--- config.mk ---
export PLATFORM = sky130hd
export DESIGN_NAME = lsu_access_ctrl
export DESIGN_NICKNAME = d
export VERILOG_FILES = /design/src/rtl/lsu_access_ctrl.sv
export SDC_FILE = /design/constraint.sdc
export NUM_CORES = 1
export LEC_CHECK = 0
export ABC_AREA = 1
export CAP_MARGIN = 20
export CORE_ASPECT_RATIO = 1.75
export CORE_MARGIN = 8
export CORE_UTILIZATION = 30
export DETAILED_ROUTE_END_ITERATION = 16
export HOLD_SLACK_MARGIN = 0.02
export PLACE_DENSITY_LB_ADDON = 0.25
export SYNTH_ARGS = -nofsm -noshare
export SYNTH_HDL_FRONTEND = slang
export SYNTH_SLANG_ARGS = --single-unit
--- constraint.sdc ---
create_clock -name clk -period 3.3 [get_ports clk]
set_input_delay 0.66 -clock clk [delete_from_list [all_inputs] [get_ports clk]]
set_output_delay 0.66 -clock clk [all_outputs]
set_load 0.01 [all_outputs]
--- src/rtl/lsu_access_ctrl.sv ---
// -----------------------------------------------------------------------------
// lsu_access_ctrl
//
// Load/store access controller in front of a 256-byte data memory with a
// combinational read and a falling-edge write. Accepts one request at a time
// over a valid/ready handshake. It computes the 8-bit effective address and
// performs exactly one memory access. It then returns load data, or store
// completion, over a valid/ready response handshake.
//
// Optional feature macro: LSU_POSTINC_EN
//   When defined, this adds a post-increment addressing mode.
//   The request selects it with req_postinc.
//   The updated base is returned on resp_base for base-register writeback.
//
// Parameters:
//   WAIT_STATES  extra ACCESS cycles before completion (0..15)
//
// Ports:
//   clk, rst                 clock, synchronous active-high reset
//   req_valid / req_ready    request handshake
//   req_store                1 = store, 0 = load
//   req_base, req_offset     address operands (added modulo 256)
//   req_wdata                store data
//   req_postinc              (LSU_POSTINC_EN) access at base, write back base+offset
//   resp_valid / resp_ready  response handshake
//   resp_rdata               load data (0 for stores)
//   resp_ea                  effective address used
//   resp_base                (LSU_POSTINC_EN) base-register writeback value
//   mem_ea, mem_result       memory address / write data
//   mem_en                   memory write enable
//   mem_data                 memory combinational read data
// -----------------------------------------------------------------------------
module lsu_access_ctrl #(
    parameter int WAIT_STATES = 0
) (
    input  logic       clk,
    input  logic       rst,
    input  logic       req_valid,
    output logic       req_ready,
    input  logic       req_store,
    input  logic [7:0] req_base,
    input  logic [7:0] req_offset,
    input  logic [7:0] req_wdata,
`ifdef LSU_POSTINC_EN
    input  logic       req_postinc,
`endif
    output logic       resp_valid,
    input  logic       resp_ready,
    output logic [7:0] resp_rdata,
    output logic [7:0] resp_ea,
`ifdef LSU_POSTINC_EN
    output logic [7:0] resp_base,
`endif
    output logic [7:0] mem_ea,
    output logic [7:0] mem_result,
    output logic       mem_en,
    input  logic [7:0] mem_data
);

    typedef enum logic [1:0] {
        ST_IDLE   = 2'd0,
        ST_ACCESS = 2'd1,
        ST_RESP   = 2'd2
    } state_t;

    state_t     state_reg;
    logic       op_reg;
    logic [7:0] ea_reg;
    logic [7:0] wdata_reg;
    logic [7:0] rdata_reg;
    logic [3:0] cnt_reg;
    logic       req_ready_reg;
    logic       resp_valid_reg;

    // The carry out of the 8-bit add is dropped, so addresses wrap modulo 256.
    logic [7:0] ea_sum;
    logic [7:0] ea_next;

`ifdef LSU_POSTINC_EN
    logic [7:0] base_reg;
    logic [7:0] base_next;

    always_comb begin
        ea_sum = req_base + req_offset;
        // Post-increment: the access uses the unmodified base.
        // The sum is returned as the new base value.
        ea_next   = req_postinc ? req_base : ea_sum;
        base_next = req_postinc ? ea_sum   : req_base;
    end

    assign resp_base = base_reg;
`else
    always_comb begin
        ea_sum  = req_base + req_offset;
        ea_next = ea_sum;
    end
`endif

    always_ff @(posedge clk) begin
        if (rst) begin
            state_reg      <= ST_IDLE;
            op_reg         <= 1'b0;
            ea_reg         <= 8'h00;
            wdata_reg      <= 8'h00;
            rdata_reg      <= 8'h00;
            cnt_reg        <= 4'd0;
            req_ready_reg  <= 1'b1;
            resp_valid_reg <= 1'b0;
`ifdef LSU_POSTINC_EN
            base_reg       <= 8'h00;
`endif
        end else begin
            case (state_reg)
                ST_IDLE: begin
                    if (req_valid) begin
                        op_reg        <= req_store;
                        ea_reg        <= ea_next;
                        wdata_reg     <= req_wdata;
                        cnt_reg       <= 4'(WAIT_STATES);
`ifdef LSU_POSTINC_EN
                        base_reg      <= base_next;
`endif
                        req_ready_reg <= 1'b0;
                        state_reg     <= ST_ACCESS;
                    end
                end
                ST_ACCESS: begin
                    if (cnt_reg != 4'd0) begin
                        cnt_reg <= cnt_reg - 4'd1;
                    end else begin
                        // The final ACCESS cycle captures load data.
                        // For a store, the write lands on this cycle's falling edge.
                        rdata_reg      <= op_reg ? 8'h00 : mem_data;
                        resp_valid_reg <= 1'b1;
                        state_reg      <= ST_RESP;
                    end
                end
                ST_RESP: begin
                    if (resp_ready) begin
                        resp_valid_reg <= 1'b0;
                        req_ready_reg  <= 1'b1;
                        state_reg      <= ST_IDLE;
                    end
                end
                default: begin
                    req_ready_reg  <= 1'b1;
                    resp_valid_reg <= 1'b0;
                    state_reg      <= ST_IDLE;
                end
            endcase
        end
    end

    assign req_ready  = req_ready_reg;
    assign resp_valid = resp_valid_reg;
    assign resp_rdata = rdata_reg;
    assign resp_ea    = ea_reg;

    // The address and write data come straight from the latched request.
    // They change only on the edge that enters ACCESS.
    // This keeps them stable across the falling-edge write.
    assign mem_ea     = ea_reg;
    assign mem_result = wdata_reg;

    // Decoded from registered state only, so the memory never sees a glitch.
    // This gives exactly one write-enable cycle per store.
    assign mem_en = (state_reg == ST_ACCESS) && op_reg && (cnt_reg == 4'd0);

endmodule

==> results.cfg, run 1 <==
[outcome]
outcome = finished, final reports clean

[finish]
nFillCells = 584
finalInstanceArea_um2 = 2461
nets = 332
drive_gt1_share_pct = 7.317
diodes = 0
area_delta_synth_final_pct = 47.34

[setup_path]
crit_chain = inv_1 > ha_1 > nand2_2 > nor2_8 > inv_4 > nor2_1 > clkdlybuf4s50_1
r2r_cells = 6
cp_max_fo = 11
arrival_ns = 1.91
critPathKind = reg -> out
slowest_stage = clkdlybuf4s50_1
reg2reg_setup_slack_ns = 1.75
cp_data_required_time_ns = 2.64
startpoint_type = register
reg2reg_from = state_reg[1]$_SDFFE_PP0P_
timing.rr.end = mem_ea[3]$_SDFFE_PP0P_
crit_path_end_kind = primary output
critPathMaxStageDelay_ns = 0.54

[placed_design]
numPortBuffers = 71
hpwl_um = 3640
post_dp_cell_area_um2 = 2381
routabilityCongestion = 0.7390

[global_routing]
antenna_found_initial = 0
grt_pass1_wl_um = 7403
grt_max_degree = 24
grt_pass1_vias = 1568
grt.total_usage_pct = 11.59
overflow = 0

[detailed_routing]
drtIter0Drc = 70
wl_per_cell_um = 12.69
drtPass1Iterations = 4
routed_wirelength_um = 4606
ant_nets = 0
via_count = 1592
viasPerCell = 4.386
route.detailed.drc = 0

[power_and_ir_drop]
leakage_nw = 1.014
combPwrFrac_pct = 35.0
p_seq_share_pct = 41.1
switching_share_pct = 31.68
power_density_nw_per_um2 = 479.1
p_int_w = 0.0008056
max-vdd-ir-drop_mv = 0.2048
p_sw_w = 0.0003735
clock_power_share_pct = 23.9

[logic_synthesis]
yosysTopAreaCell = dfxtp_1
synthMuxAreaShare_pct = 0
ys_warn_count = 0
ys_types = 28
mappedNetlistNets = 267
netlist_area_um2 = 1670
avgSynthCellArea_um2 = 7.558
synth_area_leaders = dfxtp_1 40%, nand2_1 7.4%, nor2_1 7.4%
synth_edf_count = 0
synth_ff_type = dfxtp_1
async_flop_share_pct = 0
synthAdderAreaFrac_pct = 7.191
synth_top_family_by_area = simple AND/OR/NAND/NOR gates
synth_compound_area_share_pct = 13.11
synth-simple-area-share_pct = 27.57
netlist_instances = 221
synth_top_area_share_pct = 39.55
synth_commonest_cells = 33 x dfxtp_1, 33 x nand2_1, 33 x nor2_1
ys_seq_elements = 33
synth-xor-area-share_pct = 1.573
ys_seq_area_share_pct = 39.55

[timing]
grt_setup_unrepaired = no
finalHoldViolCount = 0
slew_violations = 0
tightest_slew_ns = 0.5780
setup_tns_ns = 0
fin_crit_ns = 2.574
fmax_mhz = 388.5
min_period_over_period_pct = 77.99
setup_viol = 0
skew_ns = 0.003190
relSlewSlack_pct = 61.42

[clock_network]
clkTransAtPathRegs_ns = 0.06
htreeDepth = 2
cts_tree = yes
cts_buffer_depth = 2
numClockSinks = 33
ctsResizeCount = 0
cts_root_buf = clkbuf_8
cts_setup_buffers = 0
cts_buffers = 5
clk_latency_ns = 0.28
hold_buffers = 0

[die]
core_region_area_um2 = 5495
ios = 72
fp.dieW_um = 72.41
rows = 36
die_area_um2 = 8306
initial_core_util_pct = 30.40
die_y_um = 114.7

[flow_run]
drv_cap = 0

[worst_hold_path]
min-delay-start = resp_rdata[6]$_SDFFE_PP0P_
whs_path_depth = 2
min_to = resp_rdata[6]$_SDFFE_PP0P_
hold_class = reg -> reg
==> worst max path at each step <==
stage | from | to | slack (ns) | cells after the start
after floorplan | req_base[0] | mem_ea[6]$_SDFFE_PP0P_ | 1.47 | 11
after global placement | req_base[0] | mem_ea[6]$_SDFFE_PP0P_ | 0.90 | 12
after detailed placement | req_base[0] | mem_ea[6]$_SDFFE_PP0P_ | 0.88 | 12
after CTS | cnt_reg[0]$_SDFFE_PP0P_ | mem_en | 0.69 | 7
after global routing | cnt_reg[0]$_SDFFE_PP0P_ | mem_en | 0.61 | 7
final | cnt_reg[0]$_SDFFE_PP0P_ | mem_en | 0.73 | 7
==> placed cells by master (no fill, tap or decap), drive strengths merged <==
master and count:
dfxtp 33, o21ai 16, clkinv 1, nand3 20
clkbuf 8, clkdlybuf4s50 71, nand3b 5, a211oi 1
o211ai 3, nor2 36, a21oi 20, buf 1
xnor2 1, nand2 37, fa 1, ha 8
nor3 1, or2 2, xor2 2, inv 20
==> layout make-up <==
type                    count  area, um^2  area share, %
inverters                  21       81.33          3.305
clock buffers               8       80.08          3.254
multi-input cells         153       825.8          33.55
repair buffers             72       718.2          29.18
flip-flops and latches     33       660.6          26.84
well taps                  76       95.09          3.864
==> worst max-delay path, delay by kind of cell (launching register included) <==
kind | cells | cell delay [ns]
buffers and inverters | 3 | 0.71
flip-flops | 1 | 0.32
AND/OR/NAND/NOR | 3 | 0.40
adder cells (fa/ha/maj) | 1 | 0.20
==> routing by layer <==
layer | vias to the layer above | share of wire, % | routed length (um) | global-route usage (%)
met5 | - | 0 | 0 | 0
met4 | 0 | 2.3 | 106 | 6.855
met3 | 5 | 3.3 | 153 | 2.544
met2 | 34 | 56 | 2559 | 21.93
met1 | 708 | 39 | 1788 | 10.85
li1 | 845 | - | - | -
==> power groups by stage <==
stage / Combinational [W] / Sequential [W] / Clock (W)
finish: 0.000413 / 0.000485 / 0.000281
global route: 0.000459 / 0.000493 / 0.000317
CTS: 0.000420 / 0.000485 / 0.000300
detailed placement: 0.000418 / 0.000494 / 0
global placement: 0.000418 / 0.000493 / 0
floorplan: 0.000237 / 0.000507 / 0
==> metrics by stage <==
stage               instances  hold slack [ns]  util, %  total power, W  setup slack [ns]
finish                    363           0.4649    44.79        0.001179            0.7262
detailed placement        355           0.4526    43.33       0.0009121            0.8788
floorplan                 221           0.4261        -       0.0007442             1.469
global placement          355           0.4483    43.33       0.0009107            0.9015
CTS                       363           0.4623    44.79        0.001206            0.6909
global route              363           0.4867    44.79        0.001268            0.6126
==> kinds of logic (layout without fill, tap and decap cells) <==
logic type | after synthesis | count (layout)
buf+inv | 35 | 101
fa+ha+maj | 9 | 9
xor+xnor | 3 | 3
compound gates | 40 | 40
simple gates | 101 | 101
flops | 33 | 33
Power figures use the tool's default switching activity.
==> run 2: changes to the inputs <==
==> constraint.sdc (replaced) <==
create_clock -name clk -period 2.25 [get_ports clk]
set_input_delay 0.45 -clock clk [delete_from_list [all_inputs] [get_ports clk]]
set_output_delay 0.45 -clock clk [all_outputs]
set_load 0.01 [all_outputs]
==> results.cfg, run 2 (same netlist as run 1, synthesis figures left out) <==
[timing]
grt_setup_unrepaired = no
setup_viol = 0
fmax_mhz = 498.6
setup_tns_ns = 0
tightest_slew_ns = 0.6372
slew_violations = 0
finalHoldViolCount = 0
fin_crit_ns = 2.006
relSlewSlack_pct = 57.47
skew_ns = 0.003647
worst_slack_ns = 0.2442
min_period_over_period_pct = 89.15

[setup_path]
crit_chain = inv_1 > ha_1 > nand2_2 > nor2_8 > inv_4 > nor2_1 > dlygate4sd2_1
cp_max_fo = 11
crit_buf_inv = 3
critical-path-top-delay-family = buffers and inverters
slowest_stage = dfxtp_1
reg2reg_from = cnt_reg[0]$_SDFFE_PP0P_
cp_data_required_time_ns = 1.80
critPathKind = reg -> out
reg2reg_setup_slack_ns = 0.86
critPathMaxStageDelay_ns = 0.35
timing.rr.end = cnt_reg[3]$_SDFFE_PP0P_
crit_path_end_kind = primary output
arrival_ns = 1.56
cp_num_cells = 7
r2r_cells = 8
startpoint_type = register

[clock_network]
cts_buffer_depth = 2
hold_buffers = 0
htreeDepth = 2
cts_buffers = 5
cts_root_buf = clkbuf_8
cts_tree = yes
numClockSinks = 33
clkTransAtPathRegs_ns = 0.07
clk_latency_ns = 0.28

[power_and_ir_drop]
finalPower_w = 0.001819
leakage_nw = 1.042
power_density_nw_per_um2 = 728.7
max-vdd-ir-drop_mv = 0.3674

[die]
fp.dieW_um = 72.41
rows = 36
die_y_um = 114.7
ios = 72
core_region_area_um2 = 5495
initial_core_util_pct = 30.40
die_area_um2 = 8306

[global_routing]
grt_pass1_wl_um = 7734
antenna_found_initial = 0
grt_max_degree = 24
grt_pass1_vias = 1698
overflow = 0
grt.total_usage_pct = 11.98

[worst_hold_path]
min-delay-start = cnt_reg[0]$_SDFFE_PP0P_
whs_path_depth = 1
min_to = cnt_reg[0]$_SDFFE_PP0P_
hold_class = reg -> reg

[finish]
finalInstanceArea_um2 = 2496
nets = 334
final_common_cell = clkdlybuf4s50_1
nFillCells = 582
area_delta_synth_final_pct = 49.44
final_cell_mix = 70 x clkdlybuf4s50_1, 33 x nor2_1, 33 x nand2_1, 33 x dfxtp_1, 20 x nand3_1
final_cells = 365
drive_gt1_share_pct = 8.997
multiInputGateArea_um2 = 825.8
seqCellArea_um2 = 660.6
diodes = 0

[detailed_routing]
route.detailed.drc = 0
viasPerCell = 4.479
via_count = 1635
drtPass1Iterations = 4
drtIter0Drc = 80
routed_wirelength_um = 4730
ant_nets = 0
wl_per_cell_um = 12.96

[outcome]
outcome = finished, final reports clean

[placed_design]
place_ws_ns = 0.02327
routabilityCongestion = 0.7583
hpwl_um = 3663
post_dp_cell_area_um2 = 2389
numPortBuffers = 71
post-place-cells = 356

[flow_run]
drv_cap = 0
## run 2: final cells by class
class | count | area share, %
tap | 76 | 3.810
multi-input combinational | 153 | 33.08
inverter | 21 | 3.258
clock buffer | 7 | 3.860
timing repair buffer | 74 | 29.32
sequential | 33 | 26.47
clock inverter | 1 | 0.2005
## run 2: how the worst max path moves through the flow
stage                                        from                endpoint
after floorplan                       req_base[0]  mem_ea[6]$_SDFFE_PP0P_
after global routing                  req_base[0]  mem_ea[6]$_SDFFE_PP0P_
final                     cnt_reg[0]$_SDFFE_PP0P_                  mem_en
after CTS                 cnt_reg[0]$_SDFFE_PP0P_                  mem_en
after detailed placement              req_base[0]  mem_ea[6]$_SDFFE_PP0P_
after global placement                req_base[0]  mem_ea[6]$_SDFFE_PP0P_
## run 2: worst register-to-register path, delay by kind of cell, from the launching register on
kind / cells / cell delay, ns
xor gates and xnor gates: 1 / 0.14
adders and majority gates: 1 / 0.23
and+or+nand+nor: 5 / 0.50
DFF: 1 / 0.35
buffers and inverters: 1 / 0.07
## run 2: per-stage QoR
step	util, %	hold WS, ns
6_report	45.42	0.4543
5_1_grt	45.42	0.4697
4_1_cts	45.42	0.4629
3_5_place_dp	43.47	0.4526
3_3_place_gp	43.47	0.4487
2_1_floorplan	-	0.4261
## run 2: per-layer routing
layer | vias up | GRT usage, % | share of wire, %
li1 | 846 | - | -
met1 | 744 | 10.83 | 37
met2 | 40 | 23.56 | 58
met3 | 5 | 2.632 | 3.3
met4 | 0 | 6.048 | 2.1
met5 | - | 0 | 0
## run 2: timing repair
| item | in CTS | in global routing |
|---|---|---|
| gates resized for setup | 1 | 0 |
| hold endpoints to repair | 0 | 0 |
| endpoints found under the setup margin | 1 | 0 |
| buffers inserted | 1 | 0 |
## run 2: where the power goes
group	leakage, nW	switching [W]	internal [W]
clock	0.0542	0.000216	0.000276
sequential	0.272	0.0000490	0.000661
combinational	0.717	0.000309	0.000307
total	1.04	0.000574	0.00125
==> variant, RTL diff (config.mk and constraints of run 2) <==
Build with the macro `LSU_POSTINC_EN` defined.
--- a/src/rtl/lsu_access_ctrl.sv
+++ b/src/rtl/lsu_access_ctrl.sv
@@ -32,2 +32,4 @@
 // -----------------------------------------------------------------------------
+`define LSU_POSTINC_EN
+
 module lsu_access_ctrl #(
Interface: changed (added req_postinc and resp_base); port bits go from 72 to 81. The function was not compared with the original's and may differ.
==> variant against run 2 <==
Sequential power rose by 20%; critical path depth rose by 5; synthesized area up 21%; setup slack worse by 0.040 ns; sequential cell count up 8; highest routed layer unchanged; final area up 22%; total power rose by 26%; wire length grew 19%; largest power group unchanged.
==> variant: results (changes against run 2) <==
Worst Path Max Fanout 2 (-9); layout cells sized above 1 0.0743 (-0.0157); DRT Wirelength 5610 µm (+19%); 1st-iter DRT viols 73 (-8.8%); Synth area leaders dfxtp_1 (41%), nand2_1 (15%), a21oi_1 (6.0%); Placed Instances 424 (+19%); Resize count post-CTS 1 (unchanged); Max VDD drop 0.000342 V (-6.8%); TritonRoute pass-1 iters 4 (unchanged); hold path depth 2 (+1); Clock Skew 0.00162 ns (-0.00203 ns); post-synthesis mux area share 0.00992 (+0.00992); gpl congestion 0.746 (-1.6%); normalized max-slew margin 0.695 (+0.120); comb pwr 614 µW (about the same); syn_nets 317 (+19%); gr usage total 0.119 (-0.000285); crit-path max cell delay 0.48 ns (+0.13 ns); Filler cells 687 (+18%); Synth top cells by count nand2_1 (78), dfxtp_1 (41), inv_1 (25); met1 Usage GRT 0.121 (+0.0126); Synth Area in Compound Gates 0.136 (+0.00469); Post-synth ARST share 0 (unchanged); Post-Synth XOR/XNOR Area 0.0217 (+0.00597); H-tree levels 2 (unchanged); critical path's slowest cell clkdlybuf4s50_1; Static Leak 1.34 nW (+29%); first-pass GRT wire length 9540 µm (+23%); met3 usage 0.0282 (+0.00186); outcome completed; critical path's top delay family buffers and inverters; adder-cell area share of the yosys netlist 0.0595 (-0.0124); switching pwr 612 µW (+6.6%); port buffer count 80 (+13%); Final nets 396 (+19%); Power Sequential 855 µW (+20%); met2 usage 0.221 (-0.0142); hpwl dp 4490 µm (+23%); via/cell ratio 4.52 (+0.92%); setup repair bufs after CTS 0 (-1); drt wl/cell 13.0 µm (+0.21%); reg2reg path depth 8 (unchanged); largest net degree at the start of global routing 26 (+8.3%); Synth cell types 29 (+3.6%); clock root cell clkbuf_16; Main synth FF type dfxtp_1; vias in the first global route 1981 (+17%); CP arrival 2.22 ns (+0.66 ns); synthesized instance count 270 (+22%); Seq/Total Area, Yosys 0.407 (+0.0112); Cell Pwr Density 753 mW/mm² (+3.4%); n_diodes 0 (unchanged)
[variant: cell types whose count changed after synthesis, sizes merged, moves of 2 or more]
cell,change
mux2i,+2
inv,+10
or2,-2
a22o,+8
nand3b,-3
nor2,-23
a21oi,+4
buf,+3
dfxtp,+8
o21ai,-5
nand2,+45
[variant: worst paths after layout]
path / from / to / slack, ns
worst max-delay path: req_base[0] / mem_ea[4] / 0.20
worst min-delay path: resp_base[4] / resp_base[4] / 0.45
worst max register to register: cnt_reg[0] / cnt_reg[3] / 0.84
worst min register to register: resp_base[4] / resp_base[4] / 0.45
[variant: routing by layer]
layer  vias up  wire (µm)
met2        53       3020
met3         6        307
met1       875       2170
li1       1019          -
met4         0        111
met5         -          0
[variant: metrics by stage]
step,worst slack (ns),TNS (ns),area (µm²)
detailed placement,-0.0882,-0.183,2870
global placement,-0.0459,-0.0764,2870
finish,0.204,0,3040
global route,0.0437,0,3040
CTS,0.204,0,3040
floorplan,0.560,0,2020
[variant: cell type report]
class / instances / share of cell area
inverter: 31 / 0.0383
timing repair buffer: 88 / 0.283
clock buffer: 7 / 0.0470
tap: 82 / 0.0338
sequential: 41 / 0.270
multi-input combinational: 182 / 0.318
clock inverter: 1 / 0.00989
[variant: cell families after synthesis]
| group | after synthesis |
|---|---|
| XOR/XNOR | 5 |
| adder cells (fa/ha/maj) | 9 |
| AO/OA/AOI/OAI | 47 |
| buffers and inverters | 47 |
| flip-flops | 41 |
| AND/OR/NAND/NOR | 119 |
| multiplexers | 2 |
[variant: worst min-delay path, stage by stage, from the launching register on]
cell and delay [ns]:
dfxtp_1 0.31, nand2_1 0.06, nand2_1 0.04
